$ cat config.mk
export PLATFORM = sky130hd
export DESIGN_NAME = effect_param_ctrl
export DESIGN_NICKNAME = d
export VERILOG_FILES = /design/src/rtl/effect_param_ctrl.sv
export SDC_FILE = /design/constraint.sdc
export NUM_CORES = 1
export LEC_CHECK = 0
export CAP_MARGIN = 20
export CORE_MARGIN = 2
export CORE_UTILIZATION = 45
export DETAILED_ROUTE_END_ITERATION = 10
export PLACE_DENSITY = 0.64
export SLEW_MARGIN = 20
export SYNTH_ARGS = -nofsm -noshare
export SYNTH_HDL_FRONTEND = slang
export SYNTH_SLANG_ARGS = --single-unit
$ cat constraint.sdc
create_clock -name CLK -period 3.7 [get_ports CLK]
set_input_delay 1.11 -clock CLK [delete_from_list [all_inputs] [get_ports CLK]]
set_output_delay 1.11 -clock CLK [all_outputs]
set_load 0.03 [all_outputs]
$ cat src/rtl/effect_param_ctrl.sv
// Key-driven effect parameter controller: debounced up/down keys step the selected value
// with per-parameter saturation and auto-repeat, and publish every value plus a change strobe.
module effect_param_ctrl #(
    parameter int unsigned NUM_PARAMS = 2,
    parameter int unsigned VAL_W = 8,
    parameter logic [NUM_PARAMS*VAL_W-1:0] PARAM_MIN  = {8'd1, 8'd4},
    parameter logic [NUM_PARAMS*VAL_W-1:0] PARAM_MAX  = {8'd6, 8'd128},
    parameter logic [NUM_PARAMS*VAL_W-1:0] PARAM_STEP = {8'd1, 8'd4},
    parameter logic [NUM_PARAMS*VAL_W-1:0] PARAM_INIT = {8'd1, 8'd64},
    parameter int unsigned DEBOUNCE_CYCLES = 50000,
    parameter int unsigned REPEAT_DELAY = 25000000,
    parameter int unsigned REPEAT_PERIOD = 5000000,
    localparam int unsigned IDX_W = (NUM_PARAMS > 1) ? $clog2(NUM_PARAMS) : 1
) (
    input  logic                        CLK,
    input  logic                        RST_N,
    input  logic                        key_up_n,
    input  logic                        key_down_n,
    input  logic [NUM_PARAMS-1:0]       sel,
    input  logic                        enable_sw,
    output logic                        disabled,
    output logic [NUM_PARAMS*VAL_W-1:0] values,
    output logic                        upd_valid,
    output logic [IDX_W-1:0]            upd_idx
);

    localparam int unsigned DB_W = $clog2(DEBOUNCE_CYCLES + 1);
    localparam int unsigned RPT_MAX = (REPEAT_DELAY > REPEAT_PERIOD) ? REPEAT_DELAY : REPEAT_PERIOD;
    localparam int unsigned RPT_W = $clog2(RPT_MAX + 1);

    localparam logic [1:0] ST_IDLE   = 2'd0;
    localparam logic [1:0] ST_HOLD   = 2'd1;
    localparam logic [1:0] ST_REPEAT = 2'd2;

    // Key vectors: bit 0 = up key, bit 1 = down key; raw levels are active-low.
    logic [1:0]            key_meta_q, key_sync_q;
    logic                  en_meta_q, en_sync_q;
    logic [1:0]            key_deb_q, key_deb_d;
    logic [1:0][DB_W-1:0]  db_cnt_q, db_cnt_d;
    logic [1:0][1:0]       state_q, state_d;
    logic [1:0][RPT_W-1:0] rpt_cnt_q, rpt_cnt_d;
    logic [1:0]            step;
    logic [1:0]            pressed;
    logic                  block_q, block_d, blocked;

    logic [IDX_W-1:0]      sel_idx;
    logic                  sel_any;
    logic [IDX_W:0]        sel_key_q;
    logic                  sel_chg;

    logic [NUM_PARAMS*VAL_W-1:0] values_q, values_d;
    logic                        upd_valid_q, upd_valid_d;
    logic [IDX_W-1:0]            upd_idx_q, upd_idx_d;

    always_ff @(posedge CLK or negedge RST_N) begin
        if (!RST_N) begin
            key_meta_q <= 2'b11;
            key_sync_q <= 2'b11;
            en_meta_q  <= 1'b0;
            en_sync_q  <= 1'b0;
            disabled   <= 1'b1;
        end else begin
            key_meta_q <= {key_down_n, key_up_n};
            key_sync_q <= key_meta_q;
            en_meta_q  <= enable_sw;
            en_sync_q  <= en_meta_q;
            disabled   <= ~en_sync_q;
        end
    end

    // Counter tracks consecutive samples disagreeing with the accepted level.
    always_comb begin
        key_deb_d = key_deb_q;
        db_cnt_d  = '0;
        for (int k = 0; k < 2; k++) begin
            if (key_sync_q[k] != key_deb_q[k]) begin
                if (db_cnt_q[k] == DB_W'(DEBOUNCE_CYCLES - 1)) begin
                    key_deb_d[k] = key_sync_q[k];
                end else begin
                    db_cnt_d[k] = db_cnt_q[k] + 1'b1;
                end
            end
        end
    end

    assign pressed = ~key_deb_q;

    always_comb begin
        sel_idx = '0;
        for (int i = int'(NUM_PARAMS) - 1; i >= 0; i--) begin
            if (sel[i]) sel_idx = IDX_W'(i);
        end
    end

    assign sel_any = |sel;
    assign sel_chg = {sel_any, sel_idx} != sel_key_q;

    // Once both keys are down, neither may step until both have been released.
    always_comb begin
        block_d = block_q;
        if (&pressed) begin
            block_d = 1'b1;
        end else if (~|pressed) begin
            block_d = 1'b0;
        end
    end

    assign blocked = block_q | (&pressed);

    always_comb begin
        state_d   = state_q;
        rpt_cnt_d = rpt_cnt_q;
        step      = '0;
        for (int k = 0; k < 2; k++) begin
            if (!pressed[k] || blocked) begin
                state_d[k]   = ST_IDLE;
                rpt_cnt_d[k] = '0;
            end else begin
                case (state_q[k])
                    ST_IDLE: begin
                        state_d[k]   = ST_HOLD;
                        rpt_cnt_d[k] = '0;
                        step[k]      = 1'b1;
                    end
                    ST_HOLD: begin
                        if (sel_chg) begin
                            rpt_cnt_d[k] = '0;
                        end else if (rpt_cnt_q[k] == RPT_W'(REPEAT_DELAY - 1)) begin
                            state_d[k]   = ST_REPEAT;
                            rpt_cnt_d[k] = '0;
                            step[k]      = 1'b1;
                        end else begin
                            rpt_cnt_d[k] = rpt_cnt_q[k] + 1'b1;
                        end
                    end
                    ST_REPEAT: begin
                        if (sel_chg) begin
                            state_d[k]   = ST_HOLD;
                            rpt_cnt_d[k] = '0;
                        end else if (rpt_cnt_q[k] == RPT_W'(REPEAT_PERIOD - 1)) begin
                            rpt_cnt_d[k] = '0;
                            step[k]      = 1'b1;
                        end else begin
                            rpt_cnt_d[k] = rpt_cnt_q[k] + 1'b1;
                        end
                    end
                    default: begin
                        state_d[k]   = ST_IDLE;
                        rpt_cnt_d[k] = '0;
                    end
                endcase
            end
        end
    end

    logic [VAL_W-1:0] cur, mn, mx, st, up_val, dn_val, new_val;
    logic [VAL_W:0]   cur_x, mn_x, mx_x, st_x;
    logic             step_up, step_down;
    int unsigned      base;

    assign base  = VAL_W * int'(sel_idx);
    assign cur   = values_q[base +: VAL_W];
    assign mn    = PARAM_MIN[base +: VAL_W];
    assign mx    = PARAM_MAX[base +: VAL_W];
    assign st    = PARAM_STEP[base +: VAL_W];
    assign cur_x = {1'b0, cur};
    assign mn_x  = {1'b0, mn};
    assign mx_x  = {1'b0, mx};
    assign st_x  = {1'b0, st};

    // Extra bit keeps MIN+STEP from wrapping near the top of the range.
    assign up_val  = (cur_x > mx_x - st_x) ? mx : cur + st;
    assign dn_val  = (cur_x < mn_x + st_x) ? mn : cur - st;
    assign step_up   = step[0] & sel_any;
    assign step_down = step[1] & sel_any;
    assign new_val = step_up ? up_val : dn_val;

    always_comb begin
        values_d    = values_q;
        upd_valid_d = 1'b0;
        upd_idx_d   = upd_idx_q;
        if ((step_up || step_down) && (new_val != cur)) begin
            values_d[base +: VAL_W] = new_val;
            upd_valid_d = 1'b1;
            upd_idx_d   = sel_idx;
        end
    end

    always_ff @(posedge CLK or negedge RST_N) begin
        if (!RST_N) begin
            key_deb_q   <= 2'b11;
            db_cnt_q    <= '0;
            state_q     <= {ST_IDLE, ST_IDLE};
            rpt_cnt_q   <= '0;
            block_q     <= 1'b0;
            sel_key_q   <= '0;
            values_q    <= PARAM_INIT;
            upd_valid_q <= 1'b0;
            upd_idx_q   <= '0;
        end else begin
            key_deb_q   <= key_deb_d;
            db_cnt_q    <= db_cnt_d;
            state_q     <= state_d;
            rpt_cnt_q   <= rpt_cnt_d;
            block_q     <= block_d;
            sel_key_q   <= {sel_any, sel_idx};
            values_q    <= values_d;
            upd_valid_q <= upd_valid_d;
            upd_idx_q   <= upd_idx_d;
        end
    end

    assign values    = values_q;
    assign upd_valid = upd_valid_q;
    assign upd_idx   = upd_idx_q;

endmodule

# --- Yosys cells after proc, flatten, opt, wreduce, memory -nomap -nowiden ---
# Cells that the tools add are included.
totals:
  regBits: 116
op_classes:
  n_addsub: 9
  order_cmp: 2
  n_eq_ne: 21
  n_shift: 5
  muxes: 46
  bitwise: 5
  n_reduce_logical: 15
ops:
  columns: ["cell", "count"]
  rows:
  - ["2-to-1 mux 25 bit", 10]
  - ["case mux 25 bit (2 select lines)", 2]
  - ["2-to-1 mux 16 bit", 4]
  - ["adder 25 x 1 -> 25 bit, second input constant", 2]
  - ["== test 25 x 23 -> 1 bit, second input constant", 2]
  - ["== test 25 bit, second input constant", 2]
  - ["negation 4 -> 34 bit", 1]
  - ["variable shift 8 x 34 -> 16 bit, first input constant", 1]
  - ["indexed part select 8 x 34 -> 16 bit", 1]
  - ["adder 16 x 1 -> 16 bit, second input constant", 2]
  - ["== test 16 bit, second input constant", 2]
  - ["indexed part select 16 x 5 -> 8 bit, first input constant", 2]
  - ["2-to-1 mux 8 bit", 3]
  - ["!= test 3 bit, second input constant", 6]
  - ["bitwise mux 16 bit", 1]
  - ["indexed part select 16 x 5 -> 8 bit", 1]
  - ["2-to-1 mux 1 bit", 15]
  - ["2-to-1 mux 2 bit", 7]
  - ["case mux 2 bit (3 select lines)", 2]
  - ["adder 8 x 8 -> 9 bit", 1]
  - ["greater-than comparator 8 x 9 -> 1 bit", 1]
  - ["< comparator 8 x 9 -> 1 bit", 1]
  - ["subtractor 8 x 8 -> 9 bit", 1]
  - ["adder 8 bit", 1]
  - ["19 further kinds", 32]

# --- Logic depth before layout (Yosys ltp) ---
# Gate-level depths: netlist of run 1.
depth:
  ltp_word: 11
  depth_mapped: 15
  mapped_depth_nobuf: 14

# --- Worst setup path after synthesis of run 1 ---
# OpenSTA, ideal clock, no wires.
synth_timing:
  path_kind: "input port to flip-flop"
  startpoint: "input sel[0]"
  endpoint: "register values_q[11], in the netlist values[11]"
  setup_ns: 0.125
  arrival_ns: 4.830
  t_required_ns: 3.575
  setup_slack_ns: -1.255
  cell_stages: 15
  cell_sequence: "and2b_1 -> inv_2 -> buf_2 -> mux2i_1 -> inv_1 -> ha_1 -> nor4bb_1 -> mux2i_1 -> or3_1 -> a21oi_2 -> nand2_1 -> a31oi_4 -> xnor2_1 -> a211oi_4 -> mux2_2"
synth_via:
  elab_chain_len: 9
synth_rtl:
  columns: ["element", "line_no", "rtl"]
  rows:
  - ["start, declared", "19", "input logic [NUM_PARAMS-1:0] sel,"]
  - ["parallel branches: the longest is 9 deep, another holds adder 8 x 8 -> 9 bit", null, null]
  - ["end signal, assigned", "207", "values_q <= values_d;"]
  - ["end, declared", "51", "logic [NUM_PARAMS*VAL_W-1:0] values_q, values_d;"]
# Several ways; the timed one is not identified.
# A chain may end at the register's enable or synchronous reset.

# --- Worst setup path after layout of run 1 ---
layout_timing:
  startpoint: "input sel[1]"
  endpoint: "register values_q[9], in the netlist values[9]"
layout_via:
  elab_chain_len: 10
layout_rtl:
  columns: ["element"]
  rows:
  - ["parallel branches: the longest is 10 deep, another holds adder 8 x 8 -> 9 bit"]
# Several ways; the timed one is not identified.

==> metrics, run 1 <==
result of the run finished with violations; failing checks setup timing; Ant. Diodes 0; Layout Nets 844; Psw 831 µW; dpl cells 975; GR Util met3 0.0479; Gate Count Post-Synth 708; HPWL Detailed 12000 µm; RSZ-0062 raised after global routing yes; Yosys top cell area share 0.404; post-DR vias/cell 5.62; antenna violations before repair 0; GRT Overall Usage 0.224; worst r2r dst values[9]; syn_area_per_cell 9.37 µm²; Max-cap violations 0; Horiz. Die Dim 125 µm; leading register cell type out of synthesis dfrtp_1; Clk Latency, worst-skew pair 410 ps; Hold Slack 351 ps; CTS clk-pin slew, worst paths 60 ps; Critical Path Source Type input pin; crit path buf inv count 6; commonest non-fill, non-tap cell in the layout nor2_1; Hold Path Origin en_sync_q; CTS Buf Count 17; DR vias 5705; die height 125 µm; Post-Synth Simple-Gate Area 0.245; ANT nets after route 0; worst r2r path cells 15; crit path time final 4110 ps; Synth Area in Compound Gates 0.105; Setup CP Type in -> reg; commonest cells after routing, fill and taps aside nor2_1 (126), dfrtp_1 (107), buf_4 (74), nand2_1 (51), nand3_1 (44); WL final 17000 µm; warnings from Yosys 0; Final Hold Fails 0; drt initial violations 399; Slowest cell on crit path a211oi_4; Worst setup EP type flip-flop; clock sinks 116; Combinational Power Share 0.104; maximum fanout along the worst path 5; Initial Util 0.458; Endpoint, Worst Hold disabled; Pint 2580 µW; register area share after synthesis 0.439; Max IR drop VDD 324 µV; Post-DP Area 0.00770 mm²; Synth Area in Adders 0.0358; Crit path max-delay family compound AO/OA/AOI/OAI gates; Distinct cells, synth 72; Tcrit/Tclk final 1.11; Core Region 0.0145 mm²; EDFF count, synth 0; Tightest Hold Check Type reg -> reg; I/O pin total 26; CP cell instances buf_6 -> and2b_1 -> inv_2 -> mux2i_4 -> inv_2 -> ha_4 -> and4b_1 -> mux2i_1 -> buf_4 -> buf_4 -> o311ai_0 -> a21oi_1 -> a21oi_2 -> and4_1 -> a31o_4 -> a211oi_4 -> buf_6 -> mux2_4; area leader, netlist dfrtp_1; final setup fails 16; final RePlAce weighted congestion 0.990; final cell count without fillers 1015; setup ws final -406 ps; largest net degree at the start of global routing 50; layout cell share with drive strength beyond 1 0.226; total power 3410 µW; r2r startpoint values[12]; clock root buffer clkbuf_16; DRC viols 0; Synth-to-Final Area Change 29.8%; vias in the first global route 5785; CTS tree built; sequential group share of total power 0.385; Setup Skew 11.5 ps; XOR/XNOR Fraction of Synth Area 0.102; global-route wire length before repair 28600 µm; gr ovfl total 0; post-layout util 0.595; GR met1 Demand/Resource 0.297; largest cells by area after synthesis dfrtp_1 (40%), nor2_1 (7.2%), xor2_1 (5.3%); die area 0.0157 mm²; CTS H-tree depth 4; hold path depth 1; R2R setup slack 280 ps; met2 GRT Util 0.364; Net Sw Frac 0.244; share of flip-flops with an asynchronous set or reset 1.00; FP Rows 44; Clk network pwr share 0.511; relative slew slack 0.523; Fmax achieved 244 MHz; Arrival @ worst endpoint 4400 ps; mux share of post-synthesis cell area 0.0477; Tightest Pin Transition 709 ps; grt peak-use layer met2; design area 0.00861 mm²; CTS max path bufs 2; largest family of logic cells by synthesized area simple AND/OR/NAND/NOR gates; Yosys reg bits 116; DRT Pass-1 Iters 5; WL per Instance 16.8 µm; PD cells 396 mW/mm²; CP peak stage delay 300 ps; synthesized net count 734; Max Slew Vio Count 0; CP Data Required Time 4000 ps; LEAKAGE 0.00358 µW; Synth Cell Area 0.00664 mm²; IO buf count 25
[Yosys cell counts, drive strengths merged (6+ instances only)]
cell	number
or3	10
a21oi	21
mux2	21
ha	19
nor4	6
xor2	40
nor2	127
xnor2	37
nand2	52
dfstp	9
a31oi	7
o21ai	12
a211oi	8
inv	30
dfrtp	107
nand2b	6
and3	18
clkbuf	11
nand3	44
nand4	14
nor3	21
mux2i	8
[per-stage QoR]
| stage | TNS (ps) | setup WS, ps |
|---|---|---|
| CTS | -4010 | -301 |
| global placement | -18730 | -1150 |
| finish | -5500 | -406 |
| global route | -7670 | -538 |
| floorplan | -12990 | -899 |
| detailed placement | -20180 | -1250 |
[state kept, by name, summed over array words and instances, names as in the netlist]
signal,flops
key_sync_q,2
disabled,1
values,16
en_sync_q,1
db_cnt_q,32
state_q,4
upd_idx,1
en_meta_q,1
upd_valid,1
key_deb_q,2
sel_key_q,2
rpt_cnt_q,50
key_meta_q,2
block_q,1
[cell type report]
class | count | area, µm²
timing repair buffer | 106 | 906
multi-input combinational | 547 | 3820
sequential | 116 | 2910
clock inverter | 15 | 205
inverter | 30 | 113
fill | 1203 | 5860
tap | 184 | 230
clock buffer | 17 | 425
[how the worst max path moves through the flow]
| stage | endpoint | startpoint | depth (start not counted) | slack [ps] |
|---|---|---|---|---|
| after global placement | values[9] | sel[0] | 16 | -1150 |
| final | values[9] | sel[1] | 18 | -410 |
| after CTS | values[15] | sel[1] | 16 | -300 |
| after global routing | values[15] | sel[1] | 18 | -540 |
| after floorplan | values[13] | sel[0] | 15 | -900 |
| after detailed placement | values[14] | sel[0] | 16 | -1250 |
[power by group through the flow]
stage	logic, µW	clock network (µW)	registers (µW)
finish	355	1740	1310
global route	381	1840	1310
CTS	340	1770	1310
detailed placement	319	0	1330
global placement	312	0	1330
floorplan	154	0	1340
[logic make-up (layout without fill, tap and decap cells)]
logic type	count (synthesis)	count (layout)
buffers and inverters	45	168
AND/OR/NAND/NOR	334	334
AO/OA/AOI/OAI	88	88
adder cells (fa/ha/maj)	19	19
XOR/XNOR	77	77
flip-flops	116	116
multiplexers	29	29
[repair_timing]
action,4_1_cts,5_1_grt
gates resized for setup,34,19
endpoints found under the hold margin,0,0
endpoints found under the setup margin,18,18
pin swaps,10,9
buffers inserted,6,2
hold buffers,0,0
[per-layer routing]
metal  wire length (µm)  up-vias
met5                  0        -
met4                282        0
met3                914       28
met2               8260      160
met1               7550     2803
li1                   -     2714
Power figures use the tool's default switching activity.
==> run 2: changes to the inputs <==
- CORE_UTILIZATION: 45 -> 34
- CTS_BUF_LIST: default -> sky130_fd_sc_hd__clkbuf_2
- PLACE_DENSITY: 0.64 -> 0.51
==> metrics, run 2 (synthesis gave the netlist of run 1 again) <==
result of the run finished with violations (unchanged); failing checks setup timing (unchanged); footprint of the multi-input gates 0.00373 mm² (was 0.00382 mm²); Psw 670 µW (was 831 µW); Top reg by flops rpt_cnt_q (unchanged); Setup CP Type in -> reg (unchanged); crit path time final 3780 ps (was 4110 ps); drt initial violations 409 (was 399); relative slew slack 0.476 (was 0.523); Horiz. Die Dim 144 µm (was 125 µm); CTS max path bufs 2 (unchanged); CTS tree built (unchanged); Tightest Pin Transition 786 ps (was 709 ps); Post-DP Area 0.00782 mm² (was 0.00770 mm²); maximum fanout along the worst path 4 (was 5); fillers 1863 (was 1203); commonest non-fill, non-tap cell in the layout nor2_1 (unchanged); Max IR drop VDD 181 µV (was 324 µV); post-DR vias/cell 5.08 (was 5.62); final cell count without fillers 1097 (was 1015); Pint 1940 µW (was 2580 µW); sequential group share of total power 0.502 (was 0.385); Sequential Area 0.00291 mm² (unchanged); CTS Buf Count 17 (unchanged); final RePlAce weighted congestion 0.938 (was 0.990); global-route wire length before repair 28500 µm (was 28600 µm); Core Region 0.0193 mm² (was 0.0145 mm²); dpl cells 1060 (was 975); Setup Skew 26.7 ps (was 11.5 ps); WL final 17000 µm (about the same); gr ovfl total 0 (unchanged); Clk network pwr share 0.369 (was 0.511); CP Data Required Time 4250 ps (was 4000 ps); Final Hold Fails 0 (unchanged); Layout Nets 845 (was 844); Fmax achieved 264 MHz (was 244 MHz); largest net degree at the start of global routing 62 (was 50); Clk Latency, worst-skew pair 660 ps (was 410 ps); commonest cells after routing, fill and taps aside nor2_1 (127), dfrtp_1 (107), buf_4 (78), nand2_1 (51), nand3_1 (44) (was nor2_1 (126), dfrtp_1 (107), buf_4 (74), nand2_1 (51), nand3_1 (44)); Synth-to-Final Area Change 24.6% (was 29.8%); DRC viols 0 (unchanged); die area 0.0206 mm² (was 0.0157 mm²); I/O pin total 26 (unchanged); max FFs per register 50 (unchanged); final setup fails 14 (was 16); PD cells 315 mW/mm² (was 396 mW/mm²); vias in the first global route 5678 (was 5785); Initial Util 0.343 (was 0.458); CTS clk-pin slew, worst paths 150 ps (was 60 ps); Max-cap violations 0 (unchanged); ANT nets after route 0 (unchanged); CTS H-tree depth 4 (unchanged); post-layout util 0.428 (was 0.595); design area 0.00827 mm² (was 0.00861 mm²); LEAKAGE 0.00345 µW (was 0.00358 µW); FP Rows 51 (was 44); Arrival @ worst endpoint 4330 ps (was 4400 ps); antenna violations before repair 1 (was 0); Net Sw Frac 0.257 (was 0.244); DRT Pass-1 Iters 6 (was 5); GRT Overall Usage 0.175 (was 0.224); layout cell share with drive strength beyond 1 0.211 (was 0.226); Worst setup EP type flip-flop (unchanged); Tcrit/Tclk final 1.02 (was 1.11); Combinational Power Share 0.129 (was 0.104); IO buf count 25 (unchanged); Critical Path Source Type input pin (unchanged); Hold Slack 364 ps (was 351 ps); clock root buffer clkbuf_2 (was clkbuf_16); Max Slew Vio Count 0 (unchanged); die height 144 µm (was 125 µm); clock sinks 116 (unchanged); Tightest Hold Check Type reg -> reg (unchanged); HPWL Detailed 12500 µm (was 12000 µm); DR vias 5571 (was 5705); Setup WS pre-CTS -1290 ps (was -1250 ps); WL per Instance 15.5 µm (was 16.8 µm); setup ws final -83.7 ps (was -406 ps); RSZ-0062 raised after global routing yes (unchanged)
==> run 2: cell count changes in the layout (fill, tap and decap cells not counted), sizes merged <==
cell | previous run | this run
buf | 84 | 85
inv | 32 | 30
clkbuf | 17 | 19
bufinv | 4 | 5
clkinv | 6 | 7
diode | 0 | 1
clkinvlp | 3 | 0
==> run 2: critical path: stages <==
cell and delay, ps:
buf_6 90, and2b_1 170, inv_2 110, mux2i_1 250, inv_1 90, ha_1 320, a2111oi_1 300, buf_4 190
buf_4 100, o2111ai_1 160, o2bb2ai_1 190, a21oi_2 240, a31oi_4 70, xnor2_1 170, a211oi_4 290, buf_6 160
mux2_4 300
==> run 2: area by class of cell <==
type / instances / share of cell area
repair buffers: 107 / 0.108
clock buffers: 19 / 0.0115
diodes: 1 / 0.000303
inverters: 30 / 0.0136
multi-input cells: 547 / 0.451
well taps: 265 / 0.0401
flip-flops and latches: 116 / 0.353
clock inverters: 12 / 0.0226
==> run 2: layer usage <==
layer,GRT usage,share of wire,vias up
li1,-,-,2705
met1,0.238,0.48,2687
met2,0.281,0.45,146
met3,0.0347,0.049,33
met4,0.0557,0.020,0
met5,0,0,-
==> run 2: repair_timing <==
item | in CTS | in global routing
setup endpoints to repair | 16 | 16
hold endpoints to repair | 0 | 0
buffers inserted | 4 | 1
gates resized for setup | 23 | 12
hold buffers | 0 | 0
pin swaps | 8 | 5
==> run 2: worst paths after layout <==
kind	slack, ps	startpoint	cells past startpoint	endpoint
max in group asynchronous	2360	RST_N	2	values[6]
min reg2reg	360	key_meta_q[1]	0	key_sync_q[1]
max reg2reg	290	rpt_cnt_q[6]	11	values[7]
max	-80	sel[1]	17	values[7]
min in group asynchronous	500	RST_N	1	db_cnt_q[27]
min	360	key_meta_q[1]	0	key_sync_q[1]
==> run 2: power by group through the flow <==
| stage | sequential, µW | clock, µW | combinational, µW |
|---|---|---|---|
| after CTS | 1310 | 1000 | 326 |
| after global placement | 1330 | 0 | 313 |
| after global routing | 1310 | 1060 | 363 |
| after detailed placement | 1330 | 0 | 319 |
| final | 1310 | 962 | 335 |
| after floorplan | 1340 | 0 | 154 |
==> run 2: through the flow <==
step           TNS, ps  power (µW)
3_5_place_dp    -21000        1650
5_1_grt          -1240        2740
3_3_place_gp    -18990        1640
6_report          -828        2610
2_1_floorplan   -12990        1500
4_1_cts           -422        2640
==> run 3: changes to the inputs <==
- PLACE_DENSITY: 0.51 -> default
- PLACE_DENSITY_LB_ADDON: default -> 0.1
- RECOVER_POWER: default -> 100
==> metrics, run 3 (synthesis gave the netlist of run 1 again) <==
Max-cap violations 1 (was 0); CP cell instances buf_6 -> and2b_1 -> inv_2 -> mux2i_4 -> inv_2 -> ha_4 -> nor4bb_4 -> mux2i_1 -> buf_4 -> a211oi_4 -> buf_4 -> a21oi_4 -> mux2i_1 -> and4_1 -> a31o_4 -> a211oi_4 -> buf_6 -> mux2_4 (was buf_6 -> and2b_1 -> inv_2 -> mux2i_1 -> inv_1 -> ha_1 -> a2111oi_1 -> buf_4 -> buf_4 -> o2111ai_1 -> o2bb2ai_1 -> a21oi_2 -> a31oi_4 -> xnor2_1 -> a211oi_4 -> buf_6 -> mux2_4); Top reg by flops rpt_cnt_q (unchanged); CP peak stage delay 300 ps (was 320 ps); CTS tree built (unchanged); Tcrit/Tclk final 1.03 (was 1.02); maximum fanout along the worst path 6 (was 4); WL final 16800 µm (was 17000 µm); max FFs per register 50 (unchanged); commonest non-fill, non-tap cell in the layout nor2_1 (unchanged); Post-DP Area 0.00774 mm² (was 0.00782 mm²); final RePlAce weighted congestion 0.875 (was 0.938); CP Data Required Time 4250 ps (about the same); Core Region 0.0193 mm² (unchanged); result of the run finished with violations (unchanged); DR vias 5521 (was 5571); clock root buffer clkbuf_2 (unchanged); final cell count without fillers 1091 (was 1097); Setup CP Type in -> reg (unchanged); global-route wire length before repair 28300 µm (was 28500 µm); die height 144 µm (unchanged); CTS Hold Bufs 0 (unchanged); TNS Setup -1100 ps (was -828 ps); IO buf count 25 (unchanged); setup ws final -119 ps (was -83.7 ps); gr ovfl total 0 (unchanged); Fmax achieved 262 MHz (was 264 MHz); vias in the first global route 5585 (was 5678); antenna violations before repair 1 (unchanged); Arrival @ worst endpoint 4370 ps (was 4330 ps); post-DR vias/cell 5.06 (was 5.08); clock sinks 116 (unchanged); crit path time final 3820 ps (was 3780 ps); commonest cells after routing, fill and taps aside nor2_1 (127), dfrtp_1 (107), buf_4 (68), nand2_1 (51), nand3_1 (44) (was nor2_1 (127), dfrtp_1 (107), buf_4 (78), nand2_1 (51), nand3_1 (44)); Critical Path Stages 18 (was 17); r2r startpoint rpt_cnt_q[7] (was rpt_cnt_q[6]); failing checks capacitance limit, slew limit, setup timing (was setup timing); WL per Instance 15.4 µm (was 15.5 µm); Setup Skew 38.8 ps (was 26.7 ps); GRT Overall Usage 0.174 (was 0.175); CTS Buf Count 17 (unchanged); layout cell share with drive strength beyond 1 0.202 (was 0.211); Worst setup EP type flip-flop (unchanged); die area 0.0206 mm² (unchanged); DRT Pass-1 Iters 4 (was 6); FP Rows 51 (unchanged); Synth-to-Final Area Change 24.1% (was 24.6%); LEAKAGE 0.00344 µW (was 0.00345 µW); Clk Latency, worst-skew pair 650 ps (was 660 ps); Hold Path Origin en_meta_q (was key_meta_q[1]); Max IR drop VDD 186 µV (was 181 µV); Final Hold Fails 0 (unchanged); origin of the worst setup path sel[1] (unchanged); drt initial violations 282 (was 409); design area 0.00823 mm² (was 0.00827 mm²); Layout Nets 838 (was 845); ANT nets after route 0 (unchanged); dpl cells 1050 (was 1060); CTS max path bufs 2 (unchanged); Critical Path Source Type input pin (unchanged); I/O pin total 26 (unchanged); CTS H-tree depth 4 (unchanged); total power 2650 µW (was 2610 µW); fillers 1915 (was 1863); worst r2r path cells 11 (unchanged); DRC viols 0 (unchanged); Max Slew Vio Count 55 (was 0); crit path buf inv count 6 (unchanged); Setup WS pre-CTS -1320 ps (was -1290 ps); CTS clk-pin slew, worst paths 190 ps (was 150 ps); Crit path max-delay family compound AO/OA/AOI/OAI gates (unchanged); final setup fails 14 (unchanged); largest net degree at the start of global routing 56 (was 62); Slowest cell on crit path a211oi_4 (was ha_1); Tightest Hold Check Type reg -> reg (unchanged); PD cells 322 mW/mm² (was 315 mW/mm²); Initial Util 0.343 (unchanged); RSZ-0062 raised after global routing yes (unchanged); hold path depth 0 (unchanged); Tightest Pin Transition 3070 ps (was 786 ps); relative slew slack -1.05 (was 0.476); HPWL Detailed 12000 µm (was 12500 µm); Horiz. Die Dim 144 µm (unchanged)
[run 3: changes by cell type in the layout (fill, tap and decap cells not counted), sizes merged]
cell / before / now
buf: 85 / 77
clkbuf: 19 / 22
clkdlybuf4s50: 22 / 19
clkinv: 7 / 4
clkinvlp: 0 / 1
dlygate4sd3: 0 / 3
inv: 30 / 31
[run 3: worst paths after layout]
check	endpoint	slack [ps]
max	values[12]	-120
min	en_sync_q	340
max reg2reg	values[12]	270
min reg2reg	en_sync_q	340
max in group asynchronous	rpt_cnt_q[45]	510
min in group asynchronous	db_cnt_q[9]	1430
[run 3: repair_timing]
item / 4_1_cts / 5_1_grt
endpoints found under the setup margin: 16 / 15
pin swaps: 8 / 9
gates resized for setup: 25 / 13
hold endpoints to repair: 0 / 0
buffers inserted: 5 / 3
[run 3: metal layers]
metal | vias up | GRT usage | share of wire
li1 | 2695 | - | -
met1 | 2706 | 0.227 | 0.46
met2 | 100 | 0.286 | 0.48
met3 | 20 | 0.0400 | 0.045
met4 | 0 | 0.0531 | 0.014
met5 | - | 0 | 0
[run 3: cell type report]
class	count	area (µm²)	share of cell area
clock buffer	21	105	0.0128
antenna	1	2.50	0.000304
multi-input combinational	547	3730	0.453
sequential	116	2910	0.354
inverter	30	113	0.0137
timing repair buffer	100	853	0.104
tap	265	332	0.0403
clock inverter	11	183	0.0222
[run 3: metrics by stage]
stage / util / hold WS (ps)
2_1_floorplan: - / 331
3_5_place_dp: 0.401 / 338
3_3_place_gp: 0.401 / 333
4_1_cts: 0.421 / 330
6_report: 0.426 / 340
5_1_grt: 0.426 / 351
[run 3: report_power, final]
group,switching [µW],internal [µW]
Sequential,22.6,1290
Clock,492,518
Combinational,186,141
